$ cat src/rtl/mem_access_ctrl.sv
`default_nettype none
// ============================================================================
//  Module   : mem_access_ctrl
//  Purpose  : MEM-stage data-memory access controller with MEM/WB register.
//             Issues req/ack bus transactions and stalls the pipeline meanwhile.
//  Revision : 1.0  initial release
// ============================================================================
module mem_access_ctrl #(
  parameter int unsigned TIMEOUT_CYCLES = 255
) (
  input  logic        clk,
  input  logic        rst,
  input  logic        memRead,
  input  logic        memWrite,
  input  logic        regWrite,
  input  logic [1:0]  memToReg,
  input  logic [31:0] aluResult,
  input  logic [31:0] readData2,
  input  logic [4:0]  writeDataReg,
  input  logic [29:0] fourPC,
  output logic        stall,
  output logic        mem_req,
  output logic        mem_we,
  output logic [31:0] mem_addr,
  output logic [31:0] mem_wdata,
  input  logic [31:0] mem_rdata,
  input  logic        mem_ack,
  output logic        out_regWrite,
  output logic [1:0]  out_memToReg,
  output logic [4:0]  out_writeDataReg,
  output logic [31:0] out_aluResult,
  output logic [31:0] out_memData,
  output logic [29:0] out_fourPC,
  output logic        err
);

  typedef enum logic [1:0] {
    S_IDLE = 2'd0,
    S_BUSY = 2'd1,
    S_DONE = 2'd2
  } state_t;

  localparam logic [8:0] c_timeout = 9'(TIMEOUT_CYCLES);

  state_t      state_q;
  logic [7:0]  cnt_q;
  logic        fault_q;
  logic [31:0] rdata_q;

  logic        mem_req_q;
  logic        mem_we_q;
  logic [31:0] mem_addr_q;
  logic [31:0] mem_wdata_q;
  logic        wb_regWrite_q;
  logic [1:0]  wb_memToReg_q;
  logic [4:0]  wb_writeDataReg_q;
  logic [31:0] wb_aluResult_q;
  logic [31:0] wb_memData_q;
  logic [29:0] wb_fourPC_q;
  logic        err_q;

  logic        w_access;
  logic        w_aligned;
  logic [8:0]  w_cnt_inc;
  logic        w_timeout;

  assign w_access  = memRead | memWrite;
  assign w_aligned = (aluResult[1:0] == 2'b00);
  // Post-increment count equals the number of BUSY cycles spent so far.
  assign w_cnt_inc = {1'b0, cnt_q} + 9'd1;
  assign w_timeout = (w_cnt_inc == c_timeout);

  assign stall = ((state_q == S_IDLE) && w_access && w_aligned) || (state_q == S_BUSY);

  always_ff @(posedge clk) begin
    if (rst) begin
      state_q           <= S_IDLE;
      cnt_q             <= '0;
      fault_q           <= 1'b0;
      rdata_q           <= '0;
      mem_req_q         <= 1'b0;
      mem_we_q          <= 1'b0;
      mem_addr_q        <= '0;
      mem_wdata_q       <= '0;
      wb_regWrite_q     <= 1'b0;
      wb_memToReg_q     <= '0;
      wb_writeDataReg_q <= '0;
      wb_aluResult_q    <= '0;
      wb_memData_q      <= '0;
      wb_fourPC_q       <= '0;
      err_q             <= 1'b0;
    end else begin
      err_q <= 1'b0;
      case (state_q)
        S_IDLE: begin
          cnt_q <= '0;
          if (w_access && w_aligned) begin
            mem_req_q         <= 1'b1;
            mem_we_q          <= memWrite;
            mem_addr_q        <= aluResult;
            mem_wdata_q       <= readData2;
            fault_q           <= 1'b0;
            wb_regWrite_q     <= 1'b0;
            wb_memToReg_q     <= '0;
            wb_writeDataReg_q <= '0;
            wb_aluResult_q    <= '0;
            wb_memData_q      <= '0;
            wb_fourPC_q       <= '0;
            state_q           <= S_BUSY;
          end else begin
            // A misaligned access falls through here and is reported, not issued.
            wb_regWrite_q     <= regWrite & ~w_access;
            wb_memToReg_q     <= memToReg;
            wb_writeDataReg_q <= writeDataReg;
            wb_aluResult_q    <= aluResult;
            wb_memData_q      <= '0;
            wb_fourPC_q       <= fourPC;
            err_q             <= w_access;
          end
        end
        S_BUSY: begin
          cnt_q <= w_cnt_inc[7:0];
          if (mem_ack) begin
            rdata_q   <= mem_rdata;
            mem_req_q <= 1'b0;
            fault_q   <= 1'b0;
            state_q   <= S_DONE;
          end else if (w_timeout) begin
            rdata_q   <= '0;
            mem_req_q <= 1'b0;
            fault_q   <= 1'b1;
            state_q   <= S_DONE;
          end
        end
        S_DONE: begin
          wb_regWrite_q     <= regWrite & ~fault_q;
          wb_memToReg_q     <= memToReg;
          wb_writeDataReg_q <= writeDataReg;
          wb_aluResult_q    <= aluResult;
          wb_memData_q      <= rdata_q;
          wb_fourPC_q       <= fourPC;
          err_q             <= fault_q;
          cnt_q             <= '0;
          state_q           <= S_IDLE;
        end
        default: state_q <= S_IDLE;
      endcase
    end
  end

  assign mem_req          = mem_req_q;
  assign mem_we           = mem_we_q;
  assign mem_addr         = mem_addr_q;
  assign mem_wdata        = mem_wdata_q;
  assign out_regWrite     = wb_regWrite_q;
  assign out_memToReg     = wb_memToReg_q;
  assign out_writeDataReg = wb_writeDataReg_q;
  assign out_aluResult    = wb_aluResult_q;
  assign out_memData      = wb_memData_q;
  assign out_fourPC       = wb_fourPC_q;
  assign err              = err_q;

endmodule
`default_nettype wire

$ cat config.mk
export PLATFORM = sky130hd
export DESIGN_NAME = mem_access_ctrl
export DESIGN_NICKNAME = d
export VERILOG_FILES = /design/src/rtl/mem_access_ctrl.sv
export SDC_FILE = /design/constraint.sdc
export NUM_CORES = 1
export LEC_CHECK = 0
export ABC_AREA = 1
export CORE_MARGIN = 2
export CORE_UTILIZATION = 47
export DETAILED_ROUTE_END_ITERATION = 6
export GPL_ROUTABILITY_DRIVEN = 1
export GPL_TIMING_DRIVEN = 0
export PLACE_DENSITY = 0.86
export SETUP_SLACK_MARGIN = 0.5
export SLEW_MARGIN = 20
export SYNTH_ARGS = -nofsm -noshare
export SYNTH_HDL_FRONTEND = slang
export SYNTH_SLANG_ARGS = --single-unit
$ cat constraint.sdc
create_clock -name clk -period 3.9 [get_ports clk]
set_input_delay 0.975 -clock clk [delete_from_list [all_inputs] [get_ports clk]]
set_output_delay 0.975 -clock clk [all_outputs]
set_load 0.02 [all_outputs]
==> out/summary.txt <==
SYNTHESIS
------------------------------------------------------------------------------------
Post-Synthesis Cell Area                                                0.00775 sq mm
Flops & latches, synth                                                           212
Fraction of the yosys area taken by sequential cells                           54.7%
Async SR Flop Fraction                                                            0%
Number of instances in the synthesized netlist                                   978
Mapped Nets                                                                     1119
Mean cell area of the mapped netlist                                      7.93 sq um
Xor and xnor area share after synthesis                                           0%
Synth Area in Compound Gates                                                   22.4%
Combinational family with the most area after synthesis                 compound AO/OA/AOI/OAI gates
Adder-cell share of the synthesized area                                      0.323%
EDFF count, synth                                                                  0
Top_reg_cell synth                                                      sky130_fd_sc_hd__dfxtp_1
Mux share of post-synthesis cell area                                             0%
Distinct cell type count of the synthesized netlist                               28
Simple-gate share of the synthesized area                                      14.4%
Yosys warning total                                                                0

FLOORPLAN
------------------------------------------------------------------------------------
Core area                                                               0.0160 sq mm
DIE HEIGHT                                                                    132 um
Area of the die                                                         0.0175 sq mm
Io pins                                                                          309
Initial Utilization                                                            48.5%
Die Width                                                                     132 um
Cell row count                                                                    46

TIMING
------------------------------------------------------------------------------------
Final worst path period need                                                 3.34 ns
Clock tree skew after final layout                                         0.0153 ns
Max frequency                                                                299 MHz
Unrepaired setup endpoints after global routing                                false
Number of max-slew violations in the final report                                  0
Worst slew margin                                                              59.9%
Worst slew pin tran                                                         0.599 ns
Final TNS setup                                                                 0 ns
Period utilization                                                             85.7%
Number of endpoints with negative hold slack in the final report                   0
Setup violation total in the final timing report                                   0

POWER AND IR DROP
------------------------------------------------------------------------------------
Power per cell area                                                      435 mW/mm^2
Total Power                                                                0.00515 W
Peak supply drop                                                              286 uV
Leakage power                                                                4.39 nW

FINISH
------------------------------------------------------------------------------------
Layout cells sized above 1                                                     5.28%
Number of filler instances in the final layout                                  1187
Layout net count                                                                1452
Final standard cell count with taps included and fillers excluded               1545
Most common library cell in the layout ignoring fill and taps           sky130_fd_sc_hd__clkdlybuf4s50_1
Share of the core filled with cells in the final layout                        74.0%
Final std cell area, no fill                                            0.0118 sq mm
P&R area growth vs syn                                                         52.7%
Commonest cells after routing, fill and taps aside                      306 x sky130_fd_sc_hd__clkdlybuf4s50_1, 212 x sky130_fd_sc_hd__dfxtp_1, 207 x sky130_fd_sc_hd__a21oi_1, 189 x sky130_fd_sc_hd__nand2_1, 135 x sky130_fd_sc_hd__o21ai_0

CTS
------------------------------------------------------------------------------------
Number of buffers added by the clock tree synthesis step                          22
TritonCTS clock tree                                                           built
Worst skew pair latency                                                      0.49 ns
Clk pin slew, worst setup/hold paths                                         0.06 ns
Maximum clock insertion buffer count                                               3
Total number of clock tree sinks                                                 212
Number of H-tree levels                                                            1
Root buffer cell                                                        sky130_fd_sc_hd__clkbuf_16

ROUTE
------------------------------------------------------------------------------------
WL final                                                                     26.9 mm
Average wire per cell in the routed design                                   17.4 um
Violation count after the first detailed-route iteration                         526
Residual DRC                                                                       0
Post-route antenna net violation count                                             0
Number of vias after detailed routing                                           8043
Router iterations before antenna repair                                            4
Drt via density                                                                 5.21

GLOBAL ROUTING
------------------------------------------------------------------------------------
Global router's overall resource usage                                         29.2%
Pin count of the biggest net entering global routing                              14
Total gr overflow                                                                  0
Wire length of the first global-routing pass                                 41.8 mm
Initial antenna violation count                                                    2
Via count of the first global-routing pass                                      7882

PLACE
------------------------------------------------------------------------------------
Weighted congestion at the end of routability-driven global placement          0.930
Cell Area, Placed                                                       0.0111 sq mm
Count of placed standard cells including taps                                   1501
Port bufs                                                                        307
DP HPWL                                                                      19.7 mm

SETUP PATH
------------------------------------------------------------------------------------
Type of element capturing the critical path                              output port
Largest delay share family, worst path                                  buffers and inverters
Critical Path Max Stage Delay                                                0.46 ns
Arrival time worst endpoint                                                  2.37 ns
Crit path buffers/inverters                                                        3
Required time worst endpoint                                                 2.92 ns
Cell type of the slowest stage on the worst timing path                 sky130_fd_sc_hd__clkdlybuf4s50_1
Startpoint kind of the worst setup timing path                            input port
Highest net fanout along the worst path                                           10
Crit path cell chain                                                    clkdlybuf4s50_1 > or2_1 > nor2_2 > nand3_2 > buf_6 > nand2_1 > buf_4
Kind of critical path                                                   input port to output port

FLOW RUN
------------------------------------------------------------------------------------
Max-cap violations                                                                 0

RUN STATUS
------------------------------------------------------------------------------------
Outcome                                                                 complete, no violations

MIN PATH
------------------------------------------------------------------------------------
Type of the tightest min-delay check                                    flop to flop

## tightest hold or removal path, delay by kind of cell (launching register included)
kind                   cells  cell delay (ns)
AO/OA/AOI/OAI              1             0.05
buffers and inverters      1             0.04
flip-flops                 1             0.31
## metrics by stage
step	hold slack (ns)	worst slack, ns
finish	0.443	0.557
global route	0.458	0.510
CTS	0.444	0.532
detailed placement	0.435	-0.213
global placement	0.431	-0.212
floorplan	0.441	1.11
## cell usage after synthesis (2+ instances only)
| cell | number | area, sq um |
|---|---|---|
| sky130_fd_sc_hd__ha_1 | 2 | 25.0 |
| sky130_fd_sc_hd__nand4_1 | 2 | 12.5 |
| sky130_fd_sc_hd__nand2_1 | 189 | 709 |
| sky130_fd_sc_hd__buf_6 | 3 | 33.8 |
| sky130_fd_sc_hd__nor2_2 | 3 | 18.8 |
| sky130_fd_sc_hd__o21ai_0 | 135 | 676 |
| sky130_fd_sc_hd__clkbuf_1 | 56 | 210 |
| sky130_fd_sc_hd__buf_2 | 12 | 60.1 |
| sky130_fd_sc_hd__buf_1 | 5 | 18.8 |
| sky130_fd_sc_hd__inv_1 | 77 | 289 |
| sky130_fd_sc_hd__nand2_2 | 2 | 12.5 |
| sky130_fd_sc_hd__nand3_1 | 46 | 230 |
| sky130_fd_sc_hd__nor2_1 | 10 | 37.5 |
| sky130_fd_sc_hd__nor2_4 | 3 | 33.8 |
| sky130_fd_sc_hd__a21oi_1 | 207 | 1040 |
| sky130_fd_sc_hd__dfxtp_1 | 212 | 4240 |
| sky130_fd_sc_hd__inv_2 | 3 | 11.3 |
## power breakdown
group          internal, W  total [W]  switching, W
registers          0.00228    0.00234     0.0000573
logic             0.000372   0.000791      0.000419
clock network      0.00120    0.00202      0.000828
total              0.00385    0.00515       0.00130
## final timing paths
path | cells after the start | startpoint | slack [ns] | end
worst min register to register | 2 | mem_addr[7] | 0.44 | mem_addr[7]
worst max-delay path | 7 | aluResult[0] | 0.56 | stall
worst max register to register | 9 | cnt_q[1] | 2.08 | mem_req
worst min-delay path | 2 | mem_addr[7] | 0.44 | mem_addr[7]
## cell families (layout without fill, tap and decap cells)
family	after synthesis	in the layout
AO/OA/AOI/OAI	346	346
adder cells (fa/ha/maj)	2	2
other	0	2
AND/OR/NAND/NOR	261	261
flip-flops	212	212
buffers and inverters	157	506
## registers in the layout, indices dropped and copies added (netlist names), 5 cells and up
| name | cells |
|---|---|
| out_writeDataReg | 5 |
| mem_addr | 32 |
| out_memData | 32 |
| rdata_q | 32 |
| cnt_q | 8 |
| out_aluResult | 32 |
| out_fourPC | 30 |
| mem_wdata | 32 |
## area by class of cell
type	count	area [sq um]	share of cell area [%]
flip-flops and latches	212	4240	35.9
inverters	81	304	2.57
well taps	216	270	2.28
multi-input cells	609	2890	24.4
clock inverters	5	27.5	0.233
diodes	2	5.00	0.0423
repair buffers	309	3090	26.1
clock buffers	35	681	5.75
plain buffers	76	329	2.78
## layer usage
layer | GRT usage (%) | share of wire (%) | wire length [um] | up-vias
met5 | 0 | 0 | 0 | -
met2 | 51.9 | 49 | 13200 | 326
met3 | 7.85 | 8.4 | 2260 | 60
met1 | 33.7 | 38 | 10300 | 3762
met4 | 10.8 | 3.8 | 1030 | 0
li1 | - | - | - | 3895
## repair_timing
| action | in CTS | in global routing |
|---|---|---|
| setup endpoints to repair | 1 | 1 |
| buffers inserted | 1 | 1 |
| pin swaps | 1 | 2 |
| gates resized for setup | 7 | 2 |
| hold buffers | 0 | 0 |
Note: power is estimated with default switching activity, not from simulation.
